<file path="src/rtl/fu_operand_sequencer_if.sv">
// ---------------------------------------------------------------------------
// fu_operand_sequencer_if
//
// Purpose: groups the host-side signals of fu_operand_sequencer, which are
//          the direct-load channel, the command channel and the status
//          outputs.
//
// Signals:
//   load_valid / load_ready  direct register write handshake
//   load_sel   [1:0]         write target: 00=A, 01=B, 10=C, 11=none
//   load_data  [WIDTH-1:0]   value for a direct write
//   cmd_valid / cmd_ready    command handshake
//   cmd_instr  [7:0]         instruction forwarded to the functional unit
//   cmd_select [2:0]         operand-pair select forwarded to the unit
//   cmd_dest   [1:0]         write-back target: 00=A, 01=B, 10=C, 11=discard
//   result     [WIDTH-1:0]   last captured functional-unit result
//   done                     one-cycle completion pulse
//   busy                     sequencer is not idle
//
// Modports:
//   master  is the host side and drives the requests.
//   slave   is the sequencer side and drives ready, result, done and busy.
// ---------------------------------------------------------------------------
interface fu_operand_sequencer_if #(
  parameter int unsigned WIDTH = 8
);
  logic             load_valid;
  logic [1:0]       load_sel;
  logic [WIDTH-1:0] load_data;
  logic             load_ready;

  logic             cmd_valid;
  logic             cmd_ready;
  logic [7:0]       cmd_instr;
  logic [2:0]       cmd_select;
  logic [1:0]       cmd_dest;

  logic [WIDTH-1:0] result;
  logic             done;
  logic             busy;

  modport master (
    output load_valid, load_sel, load_data,
    output cmd_valid, cmd_instr, cmd_select, cmd_dest,
    input  load_ready, cmd_ready, result, done, busy
  );

  modport slave (
    input  load_valid, load_sel, load_data,
    input  cmd_valid, cmd_instr, cmd_select, cmd_dest,
    output load_ready, cmd_ready, result, done, busy
  );
endinterface

</file>
<file path="src/rtl/fu_operand_sequencer.sv">
// ---------------------------------------------------------------------------
// fu_operand_sequencer
//
// Purpose: operand register file (A, B, C) and three-state command sequencer
//          wrapped around the 8-bit combinational functional unit.
//          - IDLE  accepts direct loads and commands.
//          - ISSUE presents the latched instruction and select to the unit
//                  and captures F into result.
//          - WRITE writes result back to the latched destination and
//                  pulses done.
//          Handshake in cycle N gives done in N+2, and the new register value
//          is visible in N+3.
//
// Parameters:
//   WIDTH           datapath width (only 8 is supported by the unit)
//   INIT_A/B/C      reset values of the operand registers
//
// Ports:
//   clk             rising-edge clock
//   rst             synchronous, active-high reset
//   bus             fu_operand_sequencer_if.slave (load/cmd/status)
//   fu_instruction  latched instruction to the unit (holds in IDLE)
//   fu_A/fu_B/fu_C  live operand registers to the unit
//   fu_select       latched operand-pair select to the unit (holds in IDLE)
//   fu_F            combinational result from the unit
//
// Optional build macro FU_SEQ_STATUS_EN adds:
//   zero_flag       (result == 0), registered in WRITE of non-NOP commands
//   op_count        8-bit wrapping count of done pulses
// ---------------------------------------------------------------------------
module fu_operand_sequencer #(
  parameter int unsigned      WIDTH  = 8,
  parameter logic [WIDTH-1:0] INIT_A = '0,
  parameter logic [WIDTH-1:0] INIT_B = '0,
  parameter logic [WIDTH-1:0] INIT_C = '0
) (
  input  logic                  clk,
  input  logic                  rst,
  fu_operand_sequencer_if.slave bus,
  output logic [7:0]            fu_instruction,
  output logic [WIDTH-1:0]      fu_A,
  output logic [WIDTH-1:0]      fu_B,
  output logic [WIDTH-1:0]      fu_C,
  output logic [2:0]            fu_select,
  input  logic [WIDTH-1:0]      fu_F
`ifdef FU_SEQ_STATUS_EN
  ,
  output logic                  zero_flag,
  output logic [7:0]            op_count
`endif
);

  typedef enum logic [1:0] {
    ST_IDLE  = 2'd0,
    ST_ISSUE = 2'd1,
    ST_WRITE = 2'd2
  } state_e;

  // Register selector encoding shared by load_sel and cmd_dest (11 = none).
  typedef enum logic [1:0] {
    REG_A    = 2'b00,
    REG_B    = 2'b01,
    REG_C    = 2'b10,
    REG_NONE = 2'b11
  } reg_sel_e;

  state_e           state_q, state_d;
  logic [WIDTH-1:0] a_q, a_d;
  logic [WIDTH-1:0] b_q, b_d;
  logic [WIDTH-1:0] c_q, c_d;
  logic [7:0]       instr_q, instr_d;
  logic [2:0]       select_q, select_d;
  reg_sel_e         dest_q, dest_d;
  logic [WIDTH-1:0] result_q, result_d;

`ifdef FU_SEQ_STATUS_EN
  logic             zero_q, zero_d;
  logic [7:0]       count_q, count_d;
`endif

  logic is_idle;
  logic load_fire;
  logic cmd_fire;
  logic is_nop;

  assign is_idle   = (state_q == ST_IDLE);
  assign load_fire = is_idle && bus.load_valid;
  assign cmd_fire  = is_idle && bus.cmd_valid;
  assign is_nop    = (instr_q == 8'h00);

  // -------------------------------------------------------------------------
  // Next-state and datapath logic
  // -------------------------------------------------------------------------
  always_comb begin
    // NOTE: every signal written here gets a hold default first, so no path
    // through the case statements can leave one unassigned and infer a latch.
    state_d  = state_q;
    a_d      = a_q;
    b_d      = b_q;
    c_d      = c_q;
    instr_d  = instr_q;
    select_d = select_q;
    dest_d   = dest_q;
    result_d = result_q;
`ifdef FU_SEQ_STATUS_EN
    zero_d   = zero_q;
    count_d  = count_q;
`endif

    unique case (state_q)
      ST_IDLE: begin
        // A load in the same cycle as a command lands at this edge, so the
        // following ISSUE cycle already drives the loaded value.
        if (load_fire) begin
          unique case (reg_sel_e'(bus.load_sel))
            REG_A:    a_d = bus.load_data;
            REG_B:    b_d = bus.load_data;
            REG_C:    c_d = bus.load_data;
            REG_NONE: ;
            default:  ;
          endcase
        end
        if (cmd_fire) begin
          instr_d  = bus.cmd_instr;
          select_d = bus.cmd_select;
          dest_d   = reg_sel_e'(bus.cmd_dest);
          state_d  = ST_ISSUE;
        end
      end

      ST_ISSUE: begin
        // A NOP keeps the previous result so that it is visible again at done.
        if (!is_nop) begin
          result_d = fu_F;
        end
        state_d = ST_WRITE;
      end

      ST_WRITE: begin
        if (!is_nop) begin
          unique case (dest_q)
            REG_A:    a_d = result_q;
            REG_B:    b_d = result_q;
            REG_C:    c_d = result_q;
            REG_NONE: ;
            default:  ;
          endcase
`ifdef FU_SEQ_STATUS_EN
          zero_d = (result_q == '0);
`endif
        end
`ifdef FU_SEQ_STATUS_EN
        count_d = count_q + 8'd1;
`endif
        state_d = ST_IDLE;
      end

      default: state_d = ST_IDLE;
    endcase
  end

  // -------------------------------------------------------------------------
  // State registers
  // -------------------------------------------------------------------------
  // NOTE: sequential state uses non-blocking assignments only. Every flop
  // then samples its pre-edge value, and there is no ordering race between
  // processes.
  always_ff @(posedge clk) begin
    if (rst) begin
      // NOTE: the three operand registers form a tiny architectural register
      // file with defined INIT values. They are reset like control state,
      // unlike a RAM array whose contents would stay unreset.
      state_q  <= ST_IDLE;
      a_q      <= INIT_A;
      b_q      <= INIT_B;
      c_q      <= INIT_C;
      instr_q  <= 8'h00;
      select_q <= 3'b000;
      dest_q   <= REG_NONE;
      result_q <= '0;
`ifdef FU_SEQ_STATUS_EN
      zero_q   <= 1'b0;
      count_q  <= 8'h00;
`endif
    end else begin
      state_q  <= state_d;
      a_q      <= a_d;
      b_q      <= b_d;
      c_q      <= c_d;
      instr_q  <= instr_d;
      select_q <= select_d;
      dest_q   <= dest_d;
      result_q <= result_d;
`ifdef FU_SEQ_STATUS_EN
      zero_q   <= zero_d;
      count_q  <= count_d;
`endif
    end
  end

  // -------------------------------------------------------------------------
  // Outputs
  // -------------------------------------------------------------------------
  assign bus.load_ready = is_idle;
  assign bus.cmd_ready  = is_idle;
  assign bus.busy       = !is_idle;
  assign bus.result     = result_q;
  // Gating with rst suppresses done when a reset arrives during WRITE.
  assign bus.done       = (state_q == ST_WRITE) && !rst;

  assign fu_instruction = instr_q;
  assign fu_select      = select_q;
  assign fu_A           = a_q;
  assign fu_B           = b_q;
  assign fu_C           = c_q;

`ifdef FU_SEQ_STATUS_EN
  assign zero_flag = zero_q;
  assign op_count  = count_q;
`endif

endmodule
</file>
<file path="src/flat_wrapper.sv">
// flat-port wrapper written by rule: the top's interface ports become plain ports
module fu_operand_sequencer_flat 
#(
  parameter int unsigned      WIDTH  = 8,
  parameter logic [WIDTH-1:0] INIT_A = '0,
  parameter logic [WIDTH-1:0] INIT_B = '0,
  parameter logic [WIDTH-1:0] INIT_C = '0
)
  (clk, rst, fu_instruction, fu_A, fu_B, fu_C, fu_select, fu_F, bus_load_valid, bus_load_sel, bus_load_data, bus_cmd_valid, bus_cmd_instr, bus_cmd_select, bus_cmd_dest, bus_load_ready, bus_cmd_ready, bus_result, bus_done, bus_busy);
  fu_operand_sequencer_if #(.WIDTH(WIDTH)) bus_i ();
  input  logic clk;
  input  logic rst;
  output logic [7:0] fu_instruction;
  output logic [WIDTH-1:0] fu_A;
  output logic [WIDTH-1:0] fu_B;
  output logic [WIDTH-1:0] fu_C;
  output logic [2:0] fu_select;
  input  logic [WIDTH-1:0] fu_F;
  input wire logic [$bits(bus_i.load_valid)-1:0] bus_load_valid;
  input wire logic [$bits(bus_i.load_sel)-1:0] bus_load_sel;
  input wire logic [$bits(bus_i.load_data)-1:0] bus_load_data;
  input wire logic [$bits(bus_i.cmd_valid)-1:0] bus_cmd_valid;
  input wire logic [$bits(bus_i.cmd_instr)-1:0] bus_cmd_instr;
  input wire logic [$bits(bus_i.cmd_select)-1:0] bus_cmd_select;
  input wire logic [$bits(bus_i.cmd_dest)-1:0] bus_cmd_dest;
  output wire logic [$bits(bus_i.load_ready)-1:0] bus_load_ready;
  output wire logic [$bits(bus_i.cmd_ready)-1:0] bus_cmd_ready;
  output wire logic [$bits(bus_i.result)-1:0] bus_result;
  output wire logic [$bits(bus_i.done)-1:0] bus_done;
  output wire logic [$bits(bus_i.busy)-1:0] bus_busy;
  assign bus_i.load_valid = bus_load_valid;
  assign bus_i.load_sel = bus_load_sel;
  assign bus_i.load_data = bus_load_data;
  assign bus_i.cmd_valid = bus_cmd_valid;
  assign bus_i.cmd_instr = bus_cmd_instr;
  assign bus_i.cmd_select = bus_cmd_select;
  assign bus_i.cmd_dest = bus_cmd_dest;
  assign bus_load_ready = bus_i.load_ready;
  assign bus_cmd_ready = bus_i.cmd_ready;
  assign bus_result = bus_i.result;
  assign bus_done = bus_i.done;
  assign bus_busy = bus_i.busy;
  fu_operand_sequencer #(.WIDTH(WIDTH), .INIT_A(INIT_A), .INIT_B(INIT_B), .INIT_C(INIT_C)) u_core (.clk(clk), .rst(rst), .bus(bus_i), .fu_instruction(fu_instruction), .fu_A(fu_A), .fu_B(fu_B), .fu_C(fu_C), .fu_select(fu_select), .fu_F(fu_F));
endmodule
</file>
<file path="config.mk">
export PLATFORM = sky130hd
export DESIGN_NAME = fu_operand_sequencer_flat
export DESIGN_NICKNAME = d
export VERILOG_FILES = /design/src/rtl/fu_operand_sequencer_if.sv /design/src/rtl/fu_operand_sequencer.sv /design/src/flat_wrapper.sv
export SDC_FILE = /design/constraint.sdc
export NUM_CORES = 1
export LEC_CHECK = 0
export BUFFER_PORTS_ARGS = -buffer_cell sky130_fd_sc_hd__buf_2
export CAP_MARGIN = 20
export CORE_UTILIZATION = 51
export CTS_BUF_LIST = sky130_fd_sc_hd__clkbuf_4
export DETAILED_ROUTE_END_ITERATION = 6
export PLACE_DENSITY = 0.84
export SLEW_MARGIN = 40
export SYNTH_ARGS = -nofsm -noshare
export SYNTH_HDL_FRONTEND = slang
export SYNTH_SLANG_ARGS = --single-unit
</file>
<file path="constraint.sdc">
create_clock -name clk -period 3.2 [get_ports clk]
set_clock_uncertainty 0.15 [all_clocks]
set_input_delay 0.16 -clock clk [delete_from_list [all_inputs] [get_ports clk]]
set_output_delay 0.16 -clock clk [all_outputs]
set_load 0.03 [all_outputs]
</file>
Word-level counts from Yosys, hierarchy flattened
Index checks and enable logic that the tools add are counted.
- logic and storage cells: 56
- bits in registers: 47
- bits of input ports: 35
- output and inout port bits: 47
- bitwise gates (word level): 1
- equal/unequal tests: 15
- mux-type cells: 17
- reductions and logical operators: 15
- operators with widths (operator ; count):
    $mux W8 ; 12
    $pmux W8 S2 ; 3
    $ne A2 B2 Y1 const B ; 9
    $reduce_and A5 Y1 ; 3
    $logic_not A8 Y1 ; 1
    $eq A2 B1 Y1 const B ; 3
    $eq A2 B2 Y1 const B ; 3
    $logic_not A2 Y1 ; 3
    $pmux W2 S2 ; 1
    $reduce_and A2 Y1 ; 2
    $logic_and A1 B1 Y1 ; 3
    $logic_not A1 Y1 ; 2
    $mux W2 ; 1
    $reduce_bool A2 Y1 ; 1
    $not A1 Y1 ; 1

Longest topological paths before layout
- depth after elaboration: 4
- depth in mapped cells: 6

Worst setup path after synthesis
Ideal clock, no wire load.
- path kind: reg2reg
- from: register u_core.state_q[1]
- to: register u_core.b_q[5], in the netlist u_core.fu_B[5]
- buffers on the path: 1
- data required time: 2.916 ns
- setup time: 0.134 ns
- slack: 1.220 ns
- arrival time: 1.696 ns
- stages on the path, launching flop included: 6
- cells stage by stage: dfxtp_1 -> nor2_1 -> nand4b_1 -> buf_2 -> a21oi_1 -> a311oi_2
- longest elaborated chain between the ends: 4
- elaborated cells between the ends (all ways): 10
- classes of those cells: eq/ne (5); mux (1); reduce/logical (4)
- ends and longest elaborated chain (item ; line ; source):
    start: declaration ; fu_operand_sequencer.sv:67 ; state_e state_q, state_d;
    start signal: assignment ; fu_operand_sequencer.sv:186 ; state_q <= state_d;
    $logic_not A2 Y1 (*) ; fu_operand_sequencer.sv:86 ; assign is_idle = (state_q == ST_IDLE);
    net bus_cmd_ready ; flat_wrapper.sv:27 ; output wire logic [$bits(bus_i.cmd_ready)-1:0] bus_cmd_ready;
    $logic_and A1 B1 Y1 ; fu_operand_sequencer.sv:87 ; assign load_fire = is_idle && bus.load_valid;
    $ne A2 B2 Y1 (no line) ; - ;
    $reduce_and A5 Y1 (no line) ; - ;
    end signal: assignment ; fu_operand_sequencer.sv:175 ; b_q <= INIT_B;
    end signal: assignment ; fu_operand_sequencer.sv:188 ; b_q <= b_d;
    end: declaration ; fu_operand_sequencer.sv:69 ; logic [WIDTH-1:0] b_q, b_d;
Mark *: on every way through the listed nets, which the timed path passes. The rest lies on a longest branch.
A chain may end at the register's enable or synchronous reset.

Final worst setup path
- from: register u_core.state_q[1]
- to: register u_core.b_q[6], in the netlist u_core.fu_B[6]
- longest elaborated chain between the ends: 4
- elaborated cells between the ends (all ways): 10
- classes of those cells: eq/ne (5); mux (1); reduce/logical (4)
- ends and longest elaborated chain (item ; line):
    $logic_not A2 Y1 ; fu_operand_sequencer.sv:86, fu_operand_sequencer.sv:110
    $logic_and A1 B1 Y1 ; fu_operand_sequencer.sv:87
    $ne A2 B2 Y1 (no line) ; -
    $reduce_and A5 Y1 (no line) ; -
Parallel ways exist; a longest one is shown, timed or not.

==> results.txt <==
- Final Net Count: between 300 and 400
- OpenSTA, run right after detailed placement, puts the worst setup slack at between 1 and 1.5 ns.
- Portion of the post-synthesis area used by sequential elements: between 40% and 50%
- FF/Latch Area: between 900 and 1000 um2
- Boundary pin count: 82
- Hpwl dp: about 3500 um
- Resized cells post-CTS: 0
* Gpl congestion: 0.794
- Global-route total usage across every layer: about 28%
- Number of nets produced by synthesis: approximately 260
- The slowest stage of the critical path belongs to the cell sky130_fd_sc_hd__nand4b_1.
* Timing-limited maximum frequency: approximately 460 MHz
* Maximum cell stage delay along the critical path: approximately 0.65 ns
- The die covers 4150 um2.
- Total inserted antenna cells: 0
* Worst-skew pair later-pin latency: around 0.35 ns
* Power share of the sequential group: 55.2%
- The share of synthesized area in the top cell type comes to between 40% and 50%.
- Endpoint of the worst-slack reg-to-reg timing path: u_core.fu_B[6]$_SDFFE_PP0P_
- Clock period minus final worst setup slack: between 2 and 2.5 ns
- Top area cells in the synthesized netlist: sky130_fd_sc_hd__dfxtp_1 47%, sky130_fd_sc_hd__a21oi_1 8.8%, sky130_fd_sc_hd__nand2_1 4.9%
- Traced cell by cell, the critical path runs through nor2_1, nand4b_1, a21oi_1, a311oi_2.
- In the final timing run, aggregate negative setup slack is 0 ns.
- The core region is 3690 um2.
- Clock tree from TritonCTS: done
- Number of buffers inserted for hold repair after clock tree synthesis: 21
* Post-synthesis instance total: around 220
* Port-buffer cells: 81
- Internal reg-to-reg setup slack: slightly above 1 ns
- Along the worst path, the maximum fanout reaches 16.
- The pre-antenna-repair detailed-routing pass consisted of 4 iterations.
- Synthesized area: 1990 um2
- Yosys cell types: 31
- Height of the die: approximately 64 um
- Vias after detailed routing: ~2.0k
- Total clock sinks: 47
- Hold Path Stages: 2
* DR WL/cell: roughly 15 um
- For this block, the initial DRC count from the detailed router was 66.
* Number of setup buffers added after CTS: 0
- Count of max-cap constraint violations: 0
* Part of the power in combinational logic: a little under a quarter
* Largest area contributor in the synthesized netlist: sky130_fd_sc_hd__dfxtp_1
* Chip Width: about 64 um
- Largest net degree at the start of global routing: 49
- Setup slack closes at ~1.0 ns.
* Worst Hold End: u_core.bus.result[7]$_SDFFE_PP0P_
- Syn-to-layout area delta: 32.7%
* Share of the cycle needed by the critical path after routing: roughly two thirds
* Total Wirelength: about 5400 um
* Share of final-layout standard cells stronger than drive strength 1: 33.2%
* Startpoint types: register
- Hold WC Path Type: in2reg
- Once the floorplan was initialized, standard cells occupied 53.9% of the core.
- The run finished with clean final reports.
- VDD sags by at most 320 uV.
* Power per standard cell area: between 400 and 500 nW/um2
- The number of hold violations in the final report came to 0.
- In this run the power spent charging and discharging nets is approximately 360 uW.
- Using the TritonRoute via totals, the vias-per-cell ratio works out to between 5 and 6.
* Startpoint of the lowest-slack register-to-register path: u_core.state_q[1]$_SDFFE_PP0P_
- The average instance in the mapped netlist occupies 8.92 um2.
* Worst slew margin relative to its limit: between 50% and 60%
- Setup violation total in the final timing report: 0
- For this run, the share of the core covered by cells in the final layout is 71.5%.
- Setup repair after global routing left no endpoint under its margin.
* Clock transition at path regs: ~0.12 ns
- Counting cells, the worst reg-to-reg path comes to 4.
- Maximum buffer depth of the clock tree: 2
* Yosys warns: 0
- Grt ovf: 0
* Clock group share of total power: a little over a fifth
* CTS buffer count: 5
- CP endpoint kind: register
- Initial antenna violation count: 0
- Total number of H-tree levels: 2
- Number of fill cells in the layout: about 300
- First-pass GRT wire length: a little under 9000 um
- # DRC: 0
- Share of total power consumed by net switching: 30.6%
* Cell-internal power: 808 uW
* # rows: 22
* Lkg Pwr: roughly 1.2 nW
* Most common library cell in the layout ignoring fill and taps: sky130_fd_sc_hd__buf_2
- The cell sitting at the root of the clock tree is a sky130_fd_sc_hd__clkbuf_4.
- Max-slew violation count: 0
- The number of global-route vias before repair was around 1.8k.
* Tightest Pin Transition: between 0.7 and 0.8 ns
* Area of the multi-input gates: 941 um2
- Data arrival time of the critical path: about 2.3 ns
* Beginning of the worst hold path: rst
- Critical path start-end classification: reg2reg
- DRT antenna net count: 0
- Number of synthesized register bits: 47
- Endpoint required time on the critical path: about 3.3 ns
* Leading cell types in the layout, fill and taps excluded: 80 x sky130_fd_sc_hd__buf_2, 47 x sky130_fd_sc_hd__dfxtp_1, 35 x sky130_fd_sc_hd__a21oi_1
stage by stage:
stage	instance area (um2)	cells	hold WS, ns	power (mW)
5_1_grt	2640	364	0.0998	1.22
2_1_floorplan	1990	223	0.134	0.825
3_3_place_gp	2380	337	0.222	0.896
3_5_place_dp	2380	337	0.226	0.901
4_1_cts	2640	364	0.125	1.16
6_report	2640	364	0.105	1.16
per-layer routing:
metal	track usage, %	vias to the layer above	part of all wire, %
met3	5.81	13	6.2
met1	35.9	911	44
met4	9.17	0	2.3
met5	0	-	0
li1	-	970	-
met2	45.5	83	47
worst max-delay path by stage:
| stage | from | to | slack, ns |
|---|---|---|---|
| 6_report | u_core.state_q[1]$_SDFFE_PP0P_ | u_core.fu_B[6]$_SDFFE_PP0P_ | 1.02 |
| 5_1_grt | u_core.state_q[1]$_SDFFE_PP0P_ | u_core.fu_B[6]$_SDFFE_PP0P_ | 0.85 |
| 4_1_cts | u_core.state_q[1]$_SDFFE_PP0P_ | u_core.fu_B[6]$_SDFFE_PP0P_ | 1.04 |
| 3_5_place_dp | u_core.state_q[1]$_SDFFE_PP0P_ | u_core.fu_B[6]$_SDFFE_PP0P_ | 1.06 |
| 3_3_place_gp | u_core.state_q[1]$_SDFFE_PP0P_ | u_core.fu_B[5]$_SDFFE_PP0P_ | 1.16 |
| 2_1_floorplan | u_core.state_q[1]$_SDFFE_PP0P_ | u_core.fu_B[5]$_SDFFE_PP0P_ | 1.22 |
area by class of cell:
class / count / area share [%]
Clock buffer: 6 / 1.71
Timing Repair Buffer: 102 / 23.4
Inverter: 9 / 1.28
Sequential cell: 47 / 35.7
Tap cell: 48 / 2.28
Multi-Input combinational cell: 152 / 35.7
logic make-up after synthesis:
family | Yosys count | synth area share [%]
AOI/OAI and AO/OA | 57 | 19.0
muxes | 16 | 8.56
and+or+nand+nor | 79 | 19.8
DFF | 47 | 47.3
buffers and inverters | 24 | 5.35
power by group through the flow:
stage	registers (mW)	clock network, mW	logic, mW
after floorplan	0.711	0	0.114
after global placement	0.654	0	0.242
after detailed placement	0.655	0	0.246
after CTS	0.642	0.257	0.266
after global routing	0.647	0.286	0.289
final	0.643	0.253	0.269
synth_stat cells:
master,instances
sky130_fd_sc_hd__dfxtp_1,47
sky130_fd_sc_hd__a21oi_1,35
sky130_fd_sc_hd__nand2_1,26
sky130_fd_sc_hd__nor2_1,22
sky130_fd_sc_hd__nor3_1,16
sky130_fd_sc_hd__clkbuf_1,9
sky130_fd_sc_hd__inv_1,9
sky130_fd_sc_hd__a211oi_1,8
sky130_fd_sc_hd__mux2_2,8
sky130_fd_sc_hd__mux2i_1,8
sky130_fd_sc_hd__a311oi_1,6
sky130_fd_sc_hd__buf_2,4
sky130_fd_sc_hd__nand2b_1,3
sky130_fd_sc_hd__a311oi_2,2
sky130_fd_sc_hd__and2_1,2
sky130_fd_sc_hd__nor4_2,2
sky130_fd_sc_hd__or4_4,2
sky130_fd_sc_hd__a2111o_1,1
sky130_fd_sc_hd__a21boi_1,1
sky130_fd_sc_hd__a21oi_2,1
sky130_fd_sc_hd__and4bb_2,1
sky130_fd_sc_hd__buf_4,1
sky130_fd_sc_hd__buf_6,1
sky130_fd_sc_hd__nand3b_1,1
sky130_fd_sc_hd__nand4b_1,1
sky130_fd_sc_hd__nor2b_1,1
sky130_fd_sc_hd__nor4b_1,1
sky130_fd_sc_hd__nor4bb_1,1
sky130_fd_sc_hd__o21ai_2,1
sky130_fd_sc_hd__o21ai_4,1
sky130_fd_sc_hd__o21bai_1,1
registers in the layout (all words and copies together), names as in the netlist:
signal,cells
u_core.fu_C,8
u_core.fu_select,3
u_core.state_q,2
u_core.bus.result,8
u_core.dest_q,2
u_core.fu_A,8
u_core.fu_B,8
u_core.fu_instruction,8
critical path, delay by kind of cell (launching register included):
kind             cells  cell delay (ns)
AND/OR/NAND/NOR      2             1.08
AO/OA/AOI/OAI        2             0.46
flip-flops           1             0.36
Note: power is estimated with default switching activity, not from simulation.
